[src/rtl/mac_weight_load_ctrl_pkg.sv]
// rtl/mac_weight_load_ctrl_pkg.sv - shared state encoding and pipeline constants for the weight load controller
package mac_weight_load_ctrl_pkg;

    typedef enum logic [2:0] {
        ST_IDLE,
        ST_FETCH,
        ST_DRAIN,
        ST_WAIT_SWAP,
        ST_SWAP,
        ST_DONE
    } state_t;

    // Cycles from a buffer read strobe to the matching prepare_weight
    localparam int RD_TO_PREP_LAT = 2;
    // Cycles between the last read and the swap wait, covering the tail of the load chain
    localparam int DRAIN_LEN = 2;

endpackage

[src/rtl/mac_weight_fetch_pipe.sv]
// rtl/mac_weight_fetch_pipe.sv - delays buffer read strobe and captures read data into the column load chain head
module mac_weight_fetch_pipe
    import mac_weight_load_ctrl_pkg::*;
(
    input  logic        clk,
    input  logic        rst_n,
    input  logic        rd_en,
    input  logic [15:0] rd_data,
    output logic        prepare_weight,
    output logic [7:0]  weight_0,
    output logic [7:0]  weight_1
);

    // The buffer contributes one cycle; data is captured when the delayed strobe meets it
    logic [RD_TO_PREP_LAT-2:0] en_sr;

    always_ff @(posedge clk or negedge rst_n) begin
        if (!rst_n) begin
            en_sr          <= '0;
            prepare_weight <= 1'b0;
            weight_0       <= '0;
            weight_1       <= '0;
        end else begin
            en_sr          <= {en_sr[RD_TO_PREP_LAT-2:0], rd_en} >> 0;
            prepare_weight <= en_sr[RD_TO_PREP_LAT-2];
            if (en_sr[RD_TO_PREP_LAT-2]) begin
                weight_0 <= rd_data[7:0];
                weight_1 <= rd_data[15:8];
            end
        end
    end

endmodule

[src/rtl/mac_weight_load_ctrl.sv]
// rtl/mac_weight_load_ctrl.sv - weight tile fetch/shift/commit sequencer for one MAC column; MAC_WEIGHT_CTRL_STATS_EN adds o_stall_cycles
module mac_weight_load_ctrl
    import mac_weight_load_ctrl_pkg::*;
#(
    parameter int ARRAY_ROWS        = 8,
    parameter int BUFFER_ADDR_WIDTH = 15,
    parameter int TILE_CNT_WIDTH    = 8
) (
    input  logic                         clk,
    input  logic                         rst_n,
    input  logic                         i_start,
    input  logic [BUFFER_ADDR_WIDTH-1:0] i_base_addr,
    input  logic [TILE_CNT_WIDTH-1:0]    i_tile_count,
    input  logic                         i_compute_ready,
    output logic                         o_busy,
    output logic                         o_done,
    output logic [TILE_CNT_WIDTH-1:0]    o_tile_idx,
    output logic                         o_buf_rd_en,
    output logic [BUFFER_ADDR_WIDTH-1:0] o_buf_addr,
    input  logic [15:0]                  i_buf_rd_data,
    output logic [7:0]                   o_load_weight_data_0,
    output logic [7:0]                   o_load_weight_data_1,
    output logic                         o_prepare_weight,
    output logic                         o_set_weight
`ifdef MAC_WEIGHT_CTRL_STATS_EN
    ,
    output logic [31:0]                  o_stall_cycles
`endif
);

    localparam int ROW_W = $clog2(ARRAY_ROWS + 1);
    localparam logic [ROW_W-1:0]             ROW_LAST   = ROW_W'(ARRAY_ROWS - 1);
    localparam logic [ROW_W-1:0]             ROW_ONE    = ROW_W'(1);
    localparam logic [1:0]                   DRAIN_LAST = 2'(DRAIN_LEN - 1);
    localparam logic [BUFFER_ADDR_WIDTH-1:0] ADDR_ONE   = BUFFER_ADDR_WIDTH'(1);
    localparam logic [TILE_CNT_WIDTH-1:0]    TILE_ONE   = TILE_CNT_WIDTH'(1);

    state_t                      state;
    logic [TILE_CNT_WIDTH-1:0]   tile_count;
    logic [TILE_CNT_WIDTH-1:0]   tile_next;
    logic [ROW_W-1:0]            row_cnt;
    logic [1:0]                  drain_cnt;

    assign tile_next = o_tile_idx + TILE_ONE;

    always_ff @(posedge clk or negedge rst_n) begin
        if (!rst_n) begin
            state        <= ST_IDLE;
            tile_count   <= '0;
            row_cnt      <= '0;
            drain_cnt    <= '0;
            o_busy       <= 1'b0;
            o_done       <= 1'b0;
            o_tile_idx   <= '0;
            o_buf_rd_en  <= 1'b0;
            o_buf_addr   <= '0;
            o_set_weight <= 1'b0;
        end else begin
            case (state)
                ST_IDLE: begin
                    if (i_start) begin
                        o_busy     <= 1'b1;
                        o_tile_idx <= '0;
                        o_buf_addr <= i_base_addr;
                        tile_count <= i_tile_count;
                        row_cnt    <= '0;
                        if (i_tile_count == '0) begin
                            state  <= ST_DONE;
                            o_done <= 1'b1;
                        end else begin
                            state       <= ST_FETCH;
                            o_buf_rd_en <= 1'b1;
                        end
                    end
                end
                ST_FETCH: begin
                    // Address keeps running so the next tile starts right after this one
                    o_buf_addr <= o_buf_addr + ADDR_ONE;
                    if (row_cnt == ROW_LAST) begin
                        o_buf_rd_en <= 1'b0;
                        drain_cnt   <= '0;
                        state       <= ST_DRAIN;
                    end else begin
                        row_cnt <= row_cnt + ROW_ONE;
                    end
                end
                ST_DRAIN: begin
                    if (drain_cnt == DRAIN_LAST) begin
                        state <= ST_WAIT_SWAP;
                    end else begin
                        drain_cnt <= drain_cnt + 2'd1;
                    end
                end
                ST_WAIT_SWAP: begin
                    if (i_compute_ready) begin
                        state        <= ST_SWAP;
                        o_set_weight <= 1'b1;
                    end
                end
                ST_SWAP: begin
                    o_set_weight <= 1'b0;
                    o_tile_idx   <= tile_next;
                    row_cnt      <= '0;
                    if (tile_next == tile_count) begin
                        state  <= ST_DONE;
                        o_done <= 1'b1;
                    end else begin
                        state       <= ST_FETCH;
                        o_buf_rd_en <= 1'b1;
                    end
                end
                ST_DONE: begin
                    o_done <= 1'b0;
                    o_busy <= 1'b0;
                    state  <= ST_IDLE;
                end
                default: state <= ST_IDLE;
            endcase
        end
    end

`ifdef MAC_WEIGHT_CTRL_STATS_EN
    always_ff @(posedge clk or negedge rst_n) begin
        if (!rst_n) begin
            o_stall_cycles <= '0;
        end else if (state == ST_IDLE && i_start) begin
            o_stall_cycles <= '0;
        end else if (state == ST_WAIT_SWAP && !i_compute_ready && o_stall_cycles != '1) begin
            o_stall_cycles <= o_stall_cycles + 32'd1;
        end
    end
`endif

    mac_weight_fetch_pipe u_fetch_pipe (
        .clk            (clk),
        .rst_n          (rst_n),
        .rd_en          (o_buf_rd_en),
        .rd_data        (i_buf_rd_data),
        .prepare_weight (o_prepare_weight),
        .weight_0       (o_load_weight_data_0),
        .weight_1       (o_load_weight_data_1)
    );

endmodule

[config.mk]
export PLATFORM = sky130hd
export DESIGN_NAME = mac_weight_load_ctrl
export DESIGN_NICKNAME = d
export VERILOG_FILES = /design/src/rtl/mac_weight_load_ctrl_pkg.sv /design/src/rtl/mac_weight_fetch_pipe.sv /design/src/rtl/mac_weight_load_ctrl.sv
export SDC_FILE = /design/constraint.sdc
export NUM_CORES = 1
export LEC_CHECK = 0
export BUFFER_PORTS_ARGS = -buffer_cell sky130_fd_sc_hd__buf_4
export CORE_ASPECT_RATIO = 0.6
export CORE_MARGIN = 2
export CORE_UTILIZATION = 47
export DETAILED_ROUTE_END_ITERATION = 12
export PLACE_DENSITY = 0.78
export SYNTH_ARGS = -nofsm -noshare
export SYNTH_HDL_FRONTEND = slang
export SYNTH_HIERARCHICAL = 1
export SYNTH_SLANG_ARGS = --single-unit
[constraint.sdc]
create_clock -name clk -period 2.1 [get_ports clk]
set_input_delay 0.42 -clock clk [delete_from_list [all_inputs] [get_ports clk]]
set_output_delay 0.42 -clock clk [all_outputs]
set_load 0.05 [all_outputs]
=== Word-level counts from Yosys, hierarchy flattened ===
Index checks and enable logic that the tools add are counted.

* Bits in latches: 0
* Register bits: 62
* Memory bits (read-only): 0
* Memories: 0
* Memory bits (writable): 0
* Word-level logic and storage cells: 85
* Input port bits: 43
* Output and inout port bits: 44

* Div/mod/pow operators: 0
* Multiplexer cells: 30
* Multiply operators: 0
* $add $sub $neg: 4
* Reductions and logical operators: 19
* Shifts and indexed selects: 0
* Eq/ne operators: 18
* Order comparisons: 0
* Bitwise logic cells: 0

{| class="wikitable"
|+ Operators by type and width
! kind !! number
|-
| $pmux W15 S2 || 1
|-
| $ne A2 B2 Y1 const B || 10
|-
| $mux W3 || 6
|-
| $pmux W8 S2 || 1
|-
| $add A15 B1 Y15 const B || 1
|-
| $mux W15 || 1
|-
| $pmux W3 S5 || 1
|-
| $pmux W4 S3 || 1
|-
| $reduce_and A2 Y1 || 5
|-
| $reduce_bool A2 Y1 || 5
|-
| $mux W1 || 9
|-
| $add A8 B1 Y8 const B || 1
|-
| $eq A8 B8 Y1 || 1
|-
| $logic_not A8 Y1 || 1
|-
| $mux W4 || 2
|-
| $mux W8 || 1
|-
| $reduce_and A4 Y1 || 2
|-
| $eq A3 B2 Y1 const B || 2
|-
| $eq A3 B3 Y1 const B || 2
|-
| $pmux W1 S3 || 2
|-
| $reduce_and A3 Y1 || 2
|-
| $reduce_bool A3 Y1 || 2
|-
| $reduce_and A5 Y1 || 1
|-
| $add A4 B1 Y4 const B || 1
|-
| 8 further kinds || 10
|}

=== Logic depth before layout (Yosys ltp) ===
* Word-level depth: 4
* Depth in mapped cells: 7
* Mapped depth without buffers: 6

=== Modules after synthesis ===
Netlist, hierarchy kept.

{| class="wikitable"
|+ By module, submodules not included
! module !! instances !! seq. area each (sq um) !! cells each !! area an instance (sq um)
|-
| mac_weight_load_ctrl || 1 || 1101.1 || 291 || 2497.4
|-
| mac_weight_fetch_pipe || 1 || 450.4 || 36 || 699.4
|}

=== Least setup slack after synthesis ===
No wires, ideal clock.

* Path kind: register -> register
* Start: reg o_tile_idx[0]
* End: reg o_buf_rd_en
* Data required time: 1.976 ns
* Buffers on the path: 0
* Setup time: 0.124 ns
* Data arrival time: 2.176 ns
* Clock period less this slack: 2.300 ns
* Stages on the path, launching flop included: 6
* Slack: -0.200 ns
* Cell sequence: dfrtp_1 > ha_1 > xor2_1 > or4_1 > a211o_1 > o31a_1

* Cells in the longest elaborated chain, start to end: 4

{| class="wikitable"
|+ RTL lines
! item !! line !! source
|-
| start: declaration || mac_weight_load_ctrl.sv:17 || <nowiki>output logic [TILE_CNT_WIDTH-1:0] o_tile_idx,</nowiki>
|-
| start signal: assignment || mac_weight_load_ctrl.sv:102 || <nowiki>o_tile_idx <= tile_next;</nowiki>
|-
| $add A8 B1 Y8 || mac_weight_load_ctrl.sv:44 || <nowiki>assign tile_next = o_tile_idx + TILE_ONE;</nowiki>
|-
| $eq A8 B8 Y1 || mac_weight_load_ctrl.sv:104 || <nowiki>if (tile_next == tile_count) begin</nowiki>
|-
| $ne A2 B2 Y1 (no source line) || n/a ||
|-
| $reduce_and A5 Y1 (no source line) || n/a ||
|-
| end signal: assignment || mac_weight_load_ctrl.sv:55 || <nowiki>o_buf_rd_en <= 1'b0;</nowiki>
|-
| end signal: assignment || mac_weight_load_ctrl.sv:72 || <nowiki>o_buf_rd_en <= 1'b1;</nowiki>
|-
| end signal: assignment || mac_weight_load_ctrl.sv:109 || <nowiki>o_buf_rd_en <= 1'b1;</nowiki>
|-
| end: declaration || mac_weight_load_ctrl.sv:18 || <nowiki>output logic o_buf_rd_en,</nowiki>
|}

Every way passes these cells.
A chain may end at the register's enable or synchronous reset.

=== Worst setup path in the final report ===
Ends and elaborated chain as after synthesis.

==> flow_metrics.py <==
metrics = {
    "routing": {
        "num_vias": 2840,
        "drcViolationCount": 0,
        "wl_per_cell_um": 15.6,
        "drt-initial-drc-count": 150,
        "ant_nets": 0,
        "via_per_inst": 5.54,
        "drt_wl_total_um": 7990,
        "drtPass1Iterations": 4,
    },
    "logic_synthesis": {
        "yosysSeqAreaShare_pct": 48.5,
        "synth_area_leaders": "dfrtp_1 (49%), nand2_1 (6.5%), mux2_4 (4.7%)",
        "yosysWarnings": 6,
        "yosysMostFrequentCell": "dfrtp_1",
        "synth_nets": 374,
        "synth_largest_area_cell": "dfrtp_1",
        "synth.cell_area_mm2": 0.00320,
        "synth_edf_count": 0,
        "synth_fa_ha_area_share_pct": 1.57,
        "synthesis.instances": 327,
        "synth_top_area_share_pct": 48.5,
        "synth_seq_cells": 62,
        "async_reset_ff_share_pct": 100,
        "yosys.area_share.simple_pct": 20.2,
        "synth.avg_cell_area_um2": 9.78,
        "synthXorXnorAreaFrac_pct": 2.70,
        "synthTopCellsByCount": "dfrtp_1 (62), nand2_1 (55), nor2_1 (26)",
        "muxShareOfSynthArea_pct": 6.81,
        "synth_flop_cell": "dfrtp_1",
        "netlist-cell-type-count": 59,
        "synth_compound_area_share_pct": 16.7,
        "synth_top_family_by_area": "simple AND/OR/NAND/NOR gates",
    },
    "sta": {
        "drv_slew": 0,
        "rsz0062_at_grt": "false",
        "relSlewSlack_pct": 46.0,
        "fin_crit_sh_pct": 97.9,
        "fmax_ghz": 0.486,
        "final-hold-violation-count": 0,
        "worstMarginPinSlew_ps": 811,
        "min_period_ps": 2060,
        "setup_viol": 0,
        "tns_ps": 0,
        "skew_ps": 5.65,
    },
    "power_and_ir_drop": {
        "cellPowerDensity_mw_per_mm2": 1550,
        "power.total_mw": 6.66,
        "ir_drop_v": 0.000777,
        "p_leak_nw": 1.96,
    },
    "critical_path": {
        "end_kind": "flip-flop",
        "cp_max_fo": 6,
        "crit_path_cell_trace": "ha_4 -> xor2_1 -> or4_1 -> a211o_1 -> o31a_1",
        "critPathLaunchType": "flip-flop",
        "worstSetupPathType": "flip-flop to flip-flop",
        "cp_data_required_time_ps": 2310,
        "critPathSlowestCell": "or4_1",
        "slowest_delay_ps": 480,
        "critPathArrivalTime_ps": 2260,
    },
    "final_layout": {
        "stdcell_area_mm2": 0.00428,
        "diodes": 0,
        "syn_to_final_growth_pct": 34.0,
        "n_fill_cell": 552,
        "layout.nets": 468,
        "drive_above_1_share_pct": 34.3,
        "fin_util_pct": 64.7,
    },
    "die": {
        "fp.dieArea_mm2": 0.00750,
        "die_h_um": 67.9,
        "core-area_mm2": 0.00662,
        "io_pins": 87,
        "rows": 23,
        "initial_core_util_pct": 48.3,
        "dieWidth_um": 110,
    },
    "grt": {
        "antenna_found_initial": 0,
        "first_global_vias": 2655,
        "grt-ovfl-total": 0,
        "grt_start_max_net_pins": 32,
        "grt_usage_pct": 22.5,
        "grt_pass1_wl_um": 13200,
    },
    "clock_tree": {
        "cts_tree": "done",
        "insertion_delay_ps": 330,
        "cts_buffers": 9,
        "cts_max_level": 3,
        "cts.sinks": 62,
        "clk_pin_slew_worst_paths_ps": 60,
        "cts_max_path_buffers": 2,
        "cts-root-buf": "clkbuf_16",
        "postCtsSetupRepairBufs": 0,
        "hold_buffers": 0,
    },
    "placed_design": {
        "port_buffers": 86,
        "dp_hpwl_um": 5800,
        "place_area_mm2": 0.00398,
        "gp_congestion": 0.851,
    },
    "min_path": {
        "hp-class": "primary input to async pin",
    },
    "job": {
        "maxCapViolCount": 0,
    },
    "status": {
        "status": "finished clean",
    },
}
==> stage by stage <==
| stage | setup WS, ps | std cells | hold slack (ps) |
|---|---|---|---|
| final | 43.8 | 513 | 29.5 |
| after global routing | 3.38 | 513 | 47.2 |
| after CTS | 39.4 | 513 | 34.5 |
| after detailed placement | 68.1 | 497 | 387 |
| after global placement | 99.0 | 497 | 378 |
| after floorplan | 21.9 | 327 | 124 |
==> logic make-up (layout without fill, tap and decap cells) <==
family | Yosys count | in the layout
buf+inv | 20 | 119
mux | 16 | 16
flops | 62 | 62
simple gates | 134 | 134
xor+xnor | 9 | 9
fa+ha+maj | 4 | 4
compound gates | 82 | 82
==> repair_timing <==
| action | CTS | global route |
|---|---|---|
| endpoints found under the hold margin | 0 | 0 |
| resized for setup | 0 | 1 |
| endpoints found under the setup margin | 0 | 1 |
==> layout make-up <==
cell class / instances / area (um^2) / area share (%)
inverters: 3 / 11.3 / 0.263
multi-input cells: 245 / 1560 / 36.3
well taps: 87 / 109 / 2.54
clock inverters: 7 / 73.8 / 1.72
repair buffers: 100 / 751 / 17.5
clock buffers: 9 / 225 / 5.26
flip-flops and latches: 62 / 1560 / 36.3
==> where the power goes <==
part | internal, mW | leakage [nW] | total, mW | switching, mW
registers | 1.61 | 0.740 | 2.07 | 0.454
clock network | 0.918 | 0.134 | 1.45 | 0.536
logic | 1.15 | 1.08 | 3.14 | 1.99
==> sequential cells by signal, indices dropped and copies added, names as in the netlist, 2 cells and up <==
signal,cells
row_cnt,4
state,3
o_tile_idx,8
u_fetch_pipe/weight_1,8
drain_cnt,2
u_fetch_pipe/weight_0,8
tile_count,8
o_buf_addr,15
==> worst max-delay path: cells and delay by family (launching register included) <==
kind,cells,cell delay (ps)
AO/OA/AOI/OAI,2,580
XOR/XNOR,1,150
adder cells (fa/ha/maj),1,260
flip-flops,1,460
AND/OR/NAND/NOR,1,480
==> placed cells by master (no fill, tap or decap), types with 7 or more instances in the layout <==
| master | instances |
|---|---|
| dfrtp_1 | 58 |
| o21ai_0 | 25 |
| nand3_1 | 8 |
| mux2_4 | 10 |
| a21oi_1 | 13 |
| a211oi_1 | 7 |
| nor2_1 | 26 |
| clkbuf_16 | 9 |
| nand2_1 | 55 |
| buf_4 | 100 |
| nor3_1 | 9 |
==> path summary, 6_finish.rpt <==
check | startpoint | cells past startpoint | slack, ps | to
setup / recovery | o_tile_idx[0] | 5 | 40 | o_buf_rd_en
max in group asynchronous | rst_n | 2 | 1470 | u_fetch_pipe/weight_1[7]
hold reg to reg | o_buf_rd_en | 0 | 450 | u_fetch_pipe/en_sr
min in group clk | i_tile_count[6] | 3 | 290 | tile_count[6]
hold / removal | rst_n | 1 | 30 | u_fetch_pipe/weight_1[6]
setup reg to reg | o_tile_idx[0] | 5 | 40 | o_buf_rd_en
==> per-layer routing <==
metal | GRT usage [%] | part of all wire, %
met5 | 0 | 0
met4 | 8.28 | 1.5
met3 | 6.82 | 7.6
met2 | 32.0 | 41
met1 | 32.6 | 50
(Power assumes the default switching activity.)
